`config.mk`:
```
export PLATFORM = sky130hd
export DESIGN_NAME = stage_skid_buffer
export DESIGN_NICKNAME = d
export VERILOG_FILES = /design/src/rtl/pipe_pkg.sv /design/src/rtl/skid_data_reg.sv /design/src/rtl/stage_skid_buffer.sv
export SDC_FILE = /design/constraint.sdc
export NUM_CORES = 1
export LEC_CHECK = 0
export ABC_CLOCK_PERIOD_IN_PS = 2500
export CORE_MARGIN = 10
export CORE_UTILIZATION = 26
export DETAILED_ROUTE_END_ITERATION = 8
export PLACE_DENSITY = 0.45
export SYNTH_ARGS = -nofsm -noshare
export SYNTH_HDL_FRONTEND = slang
export SYNTH_SLANG_ARGS = --single-unit
```
`constraint.sdc`:
```
create_clock -name clk -period 2.5 [get_ports clk]
set_clock_uncertainty 0.2 [all_clocks]
set_input_delay 0.375 -clock clk [delete_from_list [all_inputs] [get_ports clk]]
set_output_delay 0.375 -clock clk [all_outputs]
set_load 0.02 [all_outputs]
```
`src/rtl/pipe_pkg.sv`:
```
// pipe_pkg: shared state enum and bundle width for pipeline stages
package pipe_pkg;
  typedef enum logic [1:0] {EMPTY, ONE, FULL} skid_state_t;
  localparam int STAGE_BUNDLE_W = 219;
endpackage

```
`src/rtl/skid_data_reg.sv`:
```
// skid_data_reg: enabled data register with async active-low clear
module skid_data_reg #(
  parameter int W = 8
) (
  input  logic         clk,
  input  logic         reset,
  input  logic         en,
  input  logic [W-1:0] d,
  output logic [W-1:0] q
);
  always_ff @(posedge clk or negedge reset)
    if (!reset) q <= '0;
    else if (en) q <= d;
endmodule

```
`src/rtl/stage_skid_buffer.sv`:
```
// stage_skid_buffer: two-entry skid buffer with fully registered outputs
module stage_skid_buffer
  import pipe_pkg::*;
#(
  parameter int LENGTH = STAGE_BUNDLE_W
) (
  input  logic              clk,
  input  logic              reset,
  input  logic              flush,
  input  logic              in_valid,
  output logic              in_ready,
  input  logic [LENGTH-1:0] in_data,
  output logic              out_valid,
  input  logic              out_ready,
  output logic [LENGTH-1:0] out_data,
  output logic [1:0]        count
);
  skid_state_t state, state_nx;
  logic in_fire, out_fire, main_en, skid_en, main_from_skid;
  logic [LENGTH-1:0] main_q, skid_q;
  always_ff @(posedge clk or negedge reset)
    if (!reset) state <= EMPTY;
    else state <= state_nx;
  assign in_ready  = state != FULL;
  assign out_valid = state != EMPTY;
  assign out_data  = main_q;
  assign count     = state == FULL ? 2'd2 : state == ONE ? 2'd1 : 2'd0;
  assign in_fire   = in_valid & in_ready;
  assign out_fire  = out_valid & out_ready;
  // flush only moves state; main/skid keep their stale contents
  always_comb begin
    state_nx = state;
    main_en = 1'b0;
    skid_en = 1'b0;
    main_from_skid = 1'b0;
    if (flush) state_nx = EMPTY;
    else
      case (state)
        EMPTY: if (in_fire) begin
          main_en = 1'b1;
          state_nx = ONE;
        end
        ONE: if (in_fire && out_fire) main_en = 1'b1;
          else if (in_fire) begin
            skid_en = 1'b1;
            state_nx = FULL;
          end else if (out_fire) state_nx = EMPTY;
        FULL: if (out_fire) begin
          main_en = 1'b1;
          main_from_skid = 1'b1;
          state_nx = ONE;
        end
        default: state_nx = EMPTY;
      endcase
  end
  skid_data_reg #(.W(LENGTH)) u_main (
    .clk(clk), .reset(reset), .en(main_en),
    .d(main_from_skid ? skid_q : in_data), .q(main_q)
  );
  skid_data_reg #(.W(LENGTH)) u_skid (
    .clk(clk), .reset(reset), .en(skid_en), .d(in_data), .q(skid_q)
  );
endmodule

```
==> results.py <==
metrics = {
    "power_and_ir_drop": {
        "power.switching_mw": 6.35,
        "clock_power_share": 0.339,
        "intPower_mw": 16.9,
        "power.density_cell_area_mw_per_mm2": 861,
        "swShare": 0.273,
        "total_leakage_power_nw": 11.1,
        "p_seq_frac": 0.421,
        "max-vdd-ir-drop_mv": 0.485,
        "comb_power_share": 0.240,
    },
    "route": {
        "met1_wirelength_um": 22300,
        "drt-total-wl_um": 56600,
        "met3_wirelength_um": 3380,
        "ant_nets": 0,
        "routedWlPerCell_um": 21.0,
        "drt_pass1_iterations": 4,
        "residual_drc": 0,
        "routed_via_density": 4.30,
        "vias_after_detailed_routing": 11600,
        "route.met2.wl_um": 29600,
        "drtIter0Drc": 223,
        "dr.max_layer_used": "met5",
    },
    "place": {
        "gpl.final_weighted_congestion": 0.720,
        "post-dp-hpwl_um": 42200,
        "port_buffers": 446,
    },
    "global_routing": {
        "grt_start_max_net_pins": 72,
        "vias_in_the_first_global_route": 13200,
        "grt_remaining_overflow": 0,
        "grt_first_pass_wirelength_um": 86000,
        "grt_util_all_layers": 0.131,
        "antenna_found_initial": 7,
    },
    "synthesis": {
        "synth_simple_gate_area_frac": 0.00345,
        "seq_area_frac_synth": 0.573,
        "synthesis.instances": 1185,
        "yosysWarnings": 0,
        "post_synth_num_cell_types": 21,
        "synth_compound_gate_area_share": 0.00202,
        "synth_xor_xnor_area_share": 0,
        "synth.area.top_cells": "sky130_fd_sc_hd__dfrtp_1 57%, sky130_fd_sc_hd__mux2_2 38%, sky130_fd_sc_hd__buf_6 1.9%, sky130_fd_sc_hd__clkbuf_8 1.0%, sky130_fd_sc_hd__buf_2 0.57%",
        "yosys-mux-area-fraction": 0.385,
        "synth.avg_cell_area_um2": 16.2,
        "yosys.area_share.adder": 0,
        "synth_top_family_by_area": "multiplexers",
        "synth_largest_area_cell": "sky130_fd_sc_hd__dfrtp_1",
        "syn_nets": 1409,
        "synthesis.area_mm2": 0.0192,
        "synth_top_area_frac": 0.573,
        "synth-seq-cells": 440,
    },
    "timing": {
        "timing.final.hold_violations": 0,
        "timing_max_transition_violations_final": 0,
        "finalWorstPathRequiredPeriod_ns": 2.30,
        "report.final.setup_viol": 0,
        "fin_crit_sh": 0.920,
        "maxClockFrequency_mhz": 435,
        "rsz0062_at_grt": "no",
        "setup-tns-final_ns": 0,
        "tightest_slew_ns": 0.446,
        "timing.max_slew.rel_slack": 0.702,
    },
    "min_path": {
        "worst_hold_path_type": "input pin to asynchronous set/reset pin",
    },
    "setup_path": {
        "worstReg2RegStart": "state[1]",
        "nature_of_the_critical_path_endpoint": "output port",
        "timing.critical_path.fanout_max": 6,
        "crit_path_start_kind": "flip-flop",
        "timing_worst_setup_path_type": "flip-flop to output port",
        "worst_r2r_path_depth": 5,
        "reg2reg_setup_slack_ns": 0.36,
        "worstPathRequired_ns": 1.92,
        "critical_path.reg2reg.endpoint": "u_main.q[217]",
        "crit_arrival_ns": 1.73,
    },
    "die": {
        "fp-row-count": 99,
        "floorplan.initialDensity": 0.263,
        "ioPinCount": 447,
        "die_w_um": 292,
        "core_ar_mm2": 0.0731,
        "fp.dieArea_mm2": 0.0852,
        "die_height_um": 292,
    },
    "clocking": {
        "cts_buffer_depth": 3,
        "tritoncts": "done",
        "post_cts_buffers": 0,
        "clk_pin_slew_ns": 0.06,
        "clock_tree.root_cell": "sky130_fd_sc_hd__clkbuf_16",
        "clock_latency_ns": 0.58,
        "cts_num_sinks": 440,
        "htree_levels": 2,
        "numCtsBuffers": 52,
    },
    "finish": {
        "mostFrequentLayoutCells": "657 x sky130_fd_sc_hd__mux2_2, 441 x sky130_fd_sc_hd__clkdlybuf4s50_1, 440 x sky130_fd_sc_hd__dfrtp_1",
        "net_count_final": 1922,
        "area_growth_from_synthesis_to_layout_pct": 40.4,
        "mostFrequentLayoutCell": "sky130_fd_sc_hd__mux2_2",
        "layout-drive-gt1-share": 0.479,
        "finalCoreUtilization": 0.369,
    },
    "run_status": {
        "status": "completed",
    },
    "flow_run": {
        "maxCapViolCount": 0,
    },
}
-- stage by stage --
step / worst slack (ns) / power, mW / instance area [um2] / hold slack (ns) / std cells
CTS: 0.132 / 23.8 / 27000 / 0.0778 / 2697
global route: 0.101 / 24.5 / 27000 / 0.113 / 2697
detailed placement: -0.101 / 15.6 / 25200 / 0.125 / 2602
finish: 0.199 / 23.2 / 27000 / 0.102 / 2698
floorplan: 0.543 / 12.6 / 19200 / -0.121 / 1185
global placement: -0.0811 / 15.5 / 25200 / 0.128 / 2602
-- how the worst max path moves through the flow --
| stage | from | endpoint | cells past startpoint |
|---|---|---|---|
| after global placement | flush | u_main.q[213] | 6 |
| after global routing | state[0] | count[0] | 3 |
| after floorplan | state[0] | u_main.q[104] | 5 |
| after CTS | state[0] | out_valid | 3 |
| final | state[0] | out_valid | 3 |
| after detailed placement | flush | u_main.q[17] | 6 |
-- critical path, cell delays in order, from the launching register on --
cell,delay (ns)
sky130_fd_sc_hd__dfrtp_1,0.37
sky130_fd_sc_hd__buf_4,0.16
sky130_fd_sc_hd__or2_2,0.29
sky130_fd_sc_hd__dlygate4sd2_1,0.33
-- cells by family after synthesis --
| group | Yosys count |
|---|---|
| multiplexers | 658 |
| flip-flops | 440 |
| buffers and inverters | 73 |
| AND/OR/NAND/NOR | 10 |
| AO/OA/AOI/OAI | 4 |
-- Yosys cell counts --
master and count:
sky130_fd_sc_hd__or2_2 2, sky130_fd_sc_hd__mux2i_1 1, sky130_fd_sc_hd__clkbuf_8 14, sky130_fd_sc_hd__buf_8 1, sky130_fd_sc_hd__and4bb_4 1, sky130_fd_sc_hd__o32ai_2 1, sky130_fd_sc_hd__nor2b_1 2, sky130_fd_sc_hd__clkbuf_1 2
sky130_fd_sc_hd__nand3_1 1, sky130_fd_sc_hd__a21oi_1 1, sky130_fd_sc_hd__buf_2 22, sky130_fd_sc_hd__o31ai_1 1, sky130_fd_sc_hd__o21ba_2 1, sky130_fd_sc_hd__or3b_2 1, sky130_fd_sc_hd__dfrtp_1 440, sky130_fd_sc_hd__nor2_1 2
sky130_fd_sc_hd__inv_1 1, sky130_fd_sc_hd__buf_6 32, sky130_fd_sc_hd__mux2_2 657, sky130_fd_sc_hd__nand2_1 1, sky130_fd_sc_hd__buf_4 1
-- power by group through the flow --
stage / clock network, mW / logic [mW] / registers, mW
2_1_floorplan: 0 / 2.04 / 10.6
3_3_place_gp: 0 / 5.61 / 9.84
3_5_place_dp: 0 / 5.70 / 9.92
4_1_cts: 8.23 / 5.71 / 9.81
5_1_grt: 8.50 / 5.96 / 10.0
6_report: 7.88 / 5.58 / 9.78
-- per-layer routing --
layer,global-route usage,vias to the layer above
met5,0,-
met2,0.239,246
li1,-,5310
met1,0.146,5955
met4,0.0334,14
met3,0.0388,89
-- registers in the layout (all words and copies together) (netlist names) --
signal,count
state,2
u_main.q,219
u_skid.q,219
-- timing repair --
action | CTS | global route
hold buffers | 1 | 0
endpoints found under the setup margin | 4 | 0
resized for setup | 4 | 0
hold endpoints to repair | 387 | 0
-- area by class of cell --
class | instances | area, um2
Sequential cell | 440 | 11000
Fill cell | 7052 | 46100
Tap cell | 959 | 1200
Timing Repair Buffer | 531 | 5470
Inverter | 1 | 3.75
Clock inverter | 19 | 253
Antenna cell | 1 | 2.50
Clock buffer | 75 | 1520
Multi-Input combinational cell | 672 | 7540
(Power assumes the default switching activity.)
